File: config.mk
export PLATFORM = sky130hd
export DESIGN_NAME = arx_mix
export DESIGN_NICKNAME = d
export VERILOG_FILES = /design/src/rtl/arx_pkg.sv /design/src/rtl/arx_mix_rotl32.sv /design/src/rtl/arx_mix.sv
export SDC_FILE = /design/constraint.sdc
export NUM_CORES = 1
export LEC_CHECK = 0
export CAP_MARGIN = 20
export CORE_UTILIZATION = 61
export CTS_CLUSTER_SIZE = 25
export DETAILED_ROUTE_END_ITERATION = 12
export DONT_BUFFER_PORTS = 1
export PLACE_DENSITY = 0.87
export SYNTH_ARGS = -nofsm -noshare
export SYNTH_HDL_FRONTEND = slang
export SYNTH_SLANG_ARGS = --single-unit
File: constraint.sdc
create_clock -name clk -period 4 [get_ports clk]
set_clock_uncertainty 0.2 [all_clocks]
set_input_delay 1.2 -clock clk [delete_from_list [all_inputs] [get_ports clk]]
set_output_delay 1.2 -clock clk [all_outputs]
set_load 0.05 [all_outputs]
File: src/rtl/arx_pkg.sv
// Shared types and constants for the arx_mix iterative ARX mixing stage.
package arx_pkg;

  localparam int WORD_W = 32;

  typedef enum logic [1:0] {
    IDLE,
    RUN,
    DONE
  } state_t;

  localparam logic [4:0] ROT [4] = '{5'd7, 5'd9, 5'd13, 5'd18};

  function automatic logic [4:0] rotAmt(input logic [1:0] r);
    return ROT[r];
  endfunction

endpackage

File: src/rtl/arx_mix_rotl32.sv
// rotl32: combinational 32-bit rotate-left by a 5-bit amount.
module rotl32
  import arx_pkg::*;
(
  input  logic [WORD_W-1:0] x,
  input  logic [4:0]        k,
  output logic [WORD_W-1:0] o
);

  logic [5:0] rsh;

  // k=0 is short-circuited so the right shift never needs the full word width
  assign rsh = 6'd32 - {1'b0, k};
  assign o   = (k == 5'd0) ? x : ((x << k) | (x >> rsh));

endmodule

File: src/rtl/arx_mix.sv
// arx_mix: iterative ARX mixer, one round per cycle, valid/ready on both sides.
// Optional feed-forward of the input pair into the outputs via ARX_MIX_FEEDFWD_EN.
module arx_mix
  import arx_pkg::*;
#(
  parameter int ROUNDS = 8
) (
  input  logic              clk,
  input  logic              rst,
  input  logic              in_valid,
  output logic              in_ready,
  input  logic [WORD_W-1:0] in_a,
  input  logic [WORD_W-1:0] in_b,
  output logic              out_valid,
  input  logic              out_ready,
  output logic [WORD_W-1:0] out_a,
  output logic [WORD_W-1:0] out_b
);

  localparam int RND_W = $clog2(ROUNDS + 1);
  localparam logic [RND_W-1:0] LAST = RND_W'(ROUNDS - 1);

  state_t state, nextState;
  logic [WORD_W-1:0] a, b, sum, rotB;
  logic [RND_W-1:0]  rnd;
  logic [4:0]        rotK;
  logic              accept;

  assign accept = in_valid & in_ready;
  assign sum    = a + b;
  assign rotK   = rotAmt(2'(rnd));

  rotl32 uRot (
    .x(b),
    .k(rotK),
    .o(rotB)
  );

  always_ff @(posedge clk or posedge rst) begin
    if (rst) state <= IDLE;
    else     state <= nextState;
  end

  always_comb begin
    nextState = state;
    unique case (state)
      IDLE:    if (in_valid) nextState = RUN;
      RUN:     if (rnd == LAST) nextState = DONE;
      DONE:    if (out_ready) nextState = IDLE;
      default: nextState = IDLE;
    endcase
  end

  always_comb begin
    in_ready  = 1'b0;
    out_valid = 1'b0;
    unique case (state)
      IDLE:    in_ready = 1'b1;
      DONE:    out_valid = 1'b1;
      default: ;
    endcase
  end

  // a/b/rnd only move on acceptance or during RUN, so DONE holds the result
  always_ff @(posedge clk or posedge rst) begin
    if (rst) begin
      a   <= '0;
      b   <= '0;
      rnd <= '0;
    end else begin
      if (state == IDLE && accept) begin
        a   <= in_a;
        b   <= in_b;
        rnd <= '0;
      end else if (state == RUN) begin
        a   <= sum;
        b   <= rotB ^ sum;
        rnd <= rnd + RND_W'(1);
      end
    end
  end

`ifdef ARX_MIX_FEEDFWD_EN
  logic [WORD_W-1:0] a0, b0;

  always_ff @(posedge clk or posedge rst) begin
    if (rst) begin
      a0 <= '0;
      b0 <= '0;
    end else if (state == IDLE && accept) begin
      a0 <= in_a;
      b0 <= in_b;
    end
  end

  assign out_a = a + a0;
  assign out_b = b + b0;
`else
  assign out_a = a;
  assign out_b = b;
`endif

endmodule

# Word-level counts from Yosys, hierarchy flattened

Index checks and enable logic that the tools add are counted.

Add/sub/neg operators: 3
Bitwise operators: 4
Shift-type cells: 2
Reductions and logical operators: 5
Eq/ne operators: 6
Magnitude comparators: 1
Multiplexer cells: 16

Operator list:

| kind                                            | count |
|---|---|
| 2-to-1 mux 32 bit                               | 5 |
| adder 32 bit                                    | 1 |
| bitwise OR 32 bit                               | 1 |
| left shift 32 x 5 -> 32 bit                     | 1 |
| >> shifter 32 x 6 -> 32 bit                     | 1 |
| XOR 32 bit                                      | 1 |
| binary-select mux 5 bit (select 2 bit)          | 1 |
| 2-to-1 mux 5 bit                                | 2 |
| 2-to-1 mux 4 bit                                | 2 |
| 2-to-1 mux 2 bit                                | 3 |
| != test 2 bit, second input constant            | 3 |
| one-hot mux 2 bit (3 select lines)              | 1 |
| subtractor 6 x 5 -> 6 bit, first input constant | 1 |
| logical NOT 5 bit                               | 1 |
| adder 4 x 1 -> 4 bit, second input constant     | 1 |
| == test 4 x 3 -> 1 bit, second input constant   | 1 |
| >= comparator 3 bit, second input constant      | 1 |
| inverter 2 -> 3 bit                             | 1 |
| AND reduction 3 bit                             | 1 |
| == test 2 x 1 -> 1 bit, second input constant   | 1 |
| == test 2 bit, second input constant            | 1 |
| logical NOT 2 bit                               | 1 |
| 2-to-1 mux 1 bit                                | 2 |
| nonzero test 2 bit                              | 1 |
| other kinds (2)                                 | 2 |

Logic and storage cells: 41
Input bits: 68
Register bits after elaboration: 70
Output and inout bits: 66

# Logic depth before layout (Yosys ltp)

Depth in word-level cells: 11
Depth in mapped cells: 14
Gate-level depth less buffers: 12

# Hierarchy

A second synthesis with hierarchy kept.

Cell total of the unflattened synthesis: 1043
Area total of the unflattened synthesis: 9011.1 um^2

By module, submodules not included:

| module  | sequential area each (um^2) | cells each | times used | area each (um^2) |
|---|---|---|---|---|
| arx_mix | 1751.7                      | 548        | 1          | 4880.9 |
| rotl32  | 0.0                         | 495        | 1          | 4130.2 |

# Worst setup path before layout

OpenSTA, ideal clock, no wires.

Path type: register to register
From: register b[0], in the netlist out_b[0]
To: register b[24], in the netlist out_b[24]
Arrival: 2.976 ns
Cell stages (with the launch flop): 13
Path slack: 0.691 ns
Library setup time: 0.133 ns
Clock period less this slack: 3.309 ns
Path buffers: 0
Cells stage by stage: dfrtp_1 ha_1 fa_1 a211oi_1 nor3_1 o21ai_1 a2111o_1 a211oi_1 or3b_1 a21oi_1 xor2_1 xnor2_1 o21ai_0

Word-level cells in the longest chain between the ends: 6

RTL lines:

| what                                                 | RTL line      | text |
|---|---|---|
| from (decl)                                          | arx_mix.sv:24 | `logic [WORD_W-1:0] a, b, sum, rotB;` |
| from (signal assigned)                               | arx_mix.sv:73 | `b <= in_b;` |
| from (signal assigned)                               | arx_mix.sv:77 | `b <= rotB ^ sum;` |
| branches (longest 3 deep; another with adder 32 bit) | n/a           |  |
| XOR 32 bit *                                         | arx_mix.sv:77 |  |
| 2-to-1 mux 32 bit *                                  | arx_mix.sv:75 | `end else if (state == RUN) begin` |
| 2-to-1 mux 32 bit *                                  | arx_mix.sv:71 | `if (state == IDLE && accept) begin` |

Every way passes the cells marked *. The select of a mux whose other input is x is not followed.
A chain may end at the register's enable or synchronous reset.

# Final worst setup path

From: register a[3], in the netlist out_a[3]
To: register b[28], in the netlist out_b[28]

Word-level cells in the longest chain between the ends: 4

RTL lines:

| what                   | RTL line      | text |
|---|---|---|
| from (decl)            | arx_mix.sv:24 |  |
| from (signal assigned) | arx_mix.sv:72 | `a <= in_a;` |
| from (signal assigned) | arx_mix.sv:76 | `a <= sum;` |
| adder 32 bit           | arx_mix.sv:30 | `assign sum = a + b;` |
| XOR 32 bit             | arx_mix.sv:77 |  |
| 2-to-1 mux 32 bit      | arx_mix.sv:75 |  |
| 2-to-1 mux 32 bit      | arx_mix.sv:71 |  |

Every way passes these cells. The select of a mux whose other input is x is not followed.

==> flow_summary.yaml <==
status:
  status: "finished clean"
setup_path:
  worst_setup_path_start_kind: "flop"
  endpoint_kind: "flop"
  reg2reg_depth: 11
  crit_fanout: 5
  reg2reg_from: "out_a[3]"
  r2r_end: "out_b[28]"
  arrival_ns: 3.73
  crit_type: "reg -> reg"
  cp.required_ns: 3.98
  r2r_slack_ns: 0.26
die:
  die_h_um: 113
  core-area_um2: 12000
  io_pins: 134
  initial_core_util: 0.625
  rows: 40
  die_w_um: 113
  dieArea_um2: 12800
placement:
  gp_congestion: 1.03
  dp.cells: 1071
  place_area_um2: 7850
  dp_hpwl_um: 19900
  io_buffers: 0
synth:
  syn_area_um2: 7510
  synthTopCellsByCount: "nand2_1, o21ai_0, nor2_1"
  syn_avg_cell_area_um2: 8.06
  seq_area_frac_synth: 0.233
  ys_types: 72
  synth.top_cell.area_share: 0.233
  synth_compound_area_frac: 0.289
  synthTopCellsByArea: "dfrtp_1, mux4_2, ha_1, o21ai_0, nand2_1"
  synth_xor_area_frac: 0.0782
  netlist_instances: 932
  muxShareOfSynthArea: 0.139
  yosys.area_share.simple: 0.149
  synth_nets: 1037
  synth_edf_count: 0
  async_flop_share: 1.00
  synth_warnings: 0
  synth_top_family_by_area: "compound AO/OA/AOI/OAI gates"
  ys_ff_latch: 70
  synthAdderAreaFrac: 0.0627
  synth.most_common_cell: "nand2_1"
  ys.flop_type: "dfrtp_1"
  yosys.area.top_type: "dfrtp_1"
clock_tree:
  holdBufCountCts: 0
  post-cts-setup-buffers: 0
  cts_tree: "yes"
  cts_buffers: 9
  ctsResizeCount: 0
  clk_pin_slew_ns: 0.06
  cts_root_buffer: "clkbuf_16"
  clk_latency_ns: 0.34
  cts_sinks: 70
  clock_path_buffers: 2
  h-tree-depth: 3
global_routing:
  grt_overflow: 0
  grt_usage: 0.426
  grt_max_degree: 59
  grt_antenna_before_repair: 0
  grt_pass1_vias: 7536
  grt_first_pass_wirelength_um: 41200
timing:
  drv_slew: 0
  rsz0062_at_grt: "no"
  worst_slew_pin_slew_ns: 1.03
  fin_crit_ns: 3.74
  whs_ns: 0.295
  final_hold_viol_count: 0
  setup-violations-final: 0
  slew_headroom: 0.313
  fmax_mhz: 267
  fin_setup_tns_ns: 0
  finalCritPeriodShare: 0.936
routing:
  vias: 7884
  drc: 0
  dr.pass1.iters: 5
  ant_nets: 0
  drt_iter0_markers: 1186
  routedWlPerCell_um: 24.5
  wirelength_um: 26700
  routed_via_density: 7.25
min_path:
  hp-start: "rnd[3]"
  hp-class: "reg -> reg"
  min_delay_worst_endpoint: "rnd[3]"
  hold_depth: 1
final_layout:
  syn2layout_area_growth_pct: 8.43
  fin_cells: 1087
  design_area_um2: 8140
  drive_gt1_frac: 0.138
  nets: 1040
  antenna_cells: 0
flow_run:
  cap_violations: 0
critical path, stage by stage, from the launching register on:
cell,delay [ns]
dfrtp_1,0.58
ha_1,0.51
o211ai_1,0.18
nor3_1,0.35
o21ai_1,0.18
a2111o_1,0.50
a211oi_1,0.36
a221o_1,0.23
a21oi_1,0.08
xor2_1,0.20
xnor2_1,0.14
o21ai_0,0.08
routing by layer:
metal / vias up / GRT usage / wire length, um
met5: - / 0 / 0
met4: 0 / 0.167 / 966
met3: 97 / 0.112 / 3670
met2: 582 / 0.644 / 11700
met1: 3738 / 0.586 / 10400
li1: 3467 / - / -
kinds of logic after synthesis:
| group | count (synthesis) |
|---|---|
| AO/OA/AOI/OAI | 343 |
| AND/OR/NAND/NOR | 259 |
| XOR/XNOR | 64 |
| multiplexers | 76 |
| adder cells (fa/ha/maj) | 37 |
| buffers and inverters | 83 |
| flip-flops | 70 |
per-stage QoR:
| step | util | worst slack, ns |
|---|---|---|
| after floorplan | - | 0.691 |
| after global placement | 0.654 | 0.553 |
| after detailed placement | 0.654 | 0.384 |
| after CTS | 0.678 | 0.357 |
| after global routing | 0.678 | 0.0355 |
| final | 0.678 | 0.256 |
flip-flops by register name, summed over array words and instances, names as in the netlist:
register and cells:
state 2, rnd 4, out_b 32, out_a 32
final cells by class:
type                            instances  area [um^2]
Sequential cell                        70         1750
Timing Repair Buffer                   57          440
Multi-Input combinational cell        779         5410
Fill cell                             988         3870
Tap cell                              147          184
Clock inverter                          4         31.3
Clock buffer                           12          256
Inverter                               18         67.6
worst max-delay path by stage:
stage / end / slack (ns) / startpoint / depth (start not counted)
after floorplan: out_b[24] / 0.69 / out_b[0] / 12
after global placement: out_b[28] / 0.55 / out_a[3] / 11
after detailed placement: out_b[28] / 0.38 / out_a[3] / 11
after CTS: out_b[28] / 0.36 / out_a[3] / 11
after global routing: out_b[28] / 0.04 / out_a[3] / 11
final: out_b[28] / 0.26 / out_a[3] / 11
placed cells by master, fill, tap and decap left out, types with 3 or more instances in the layout:
master and count:
nand2_1 113, o21ai_0 89, nor2_1 80, a21oi_1 79, dfrtp_1 70, a22oi_1 56, buf_4 56, mux2i_1 41
xnor2_1 39, ha_1 35, xor2_1 23, nand3_1 22, mux4_2 21, a211oi_1 20, o22ai_1 17, inv_1 14
mux2_2 14, a21o_1 13, o211ai_1 11, a31oi_1 10, clkbuf_16 9, nand4_1 7, o21a_1 7, nor2b_1 7
o21bai_1 6, nor3_1 5, or2_2 4, o31a_1 3, a211o_1 3, and2_1 3, o221ai_1 3, a221oi_1 3
clkinvlp_4 3
Power is left out: the tool's default activity adds up to more than one toggle a clock period on the data nets, which glitch-free logic cannot reach.
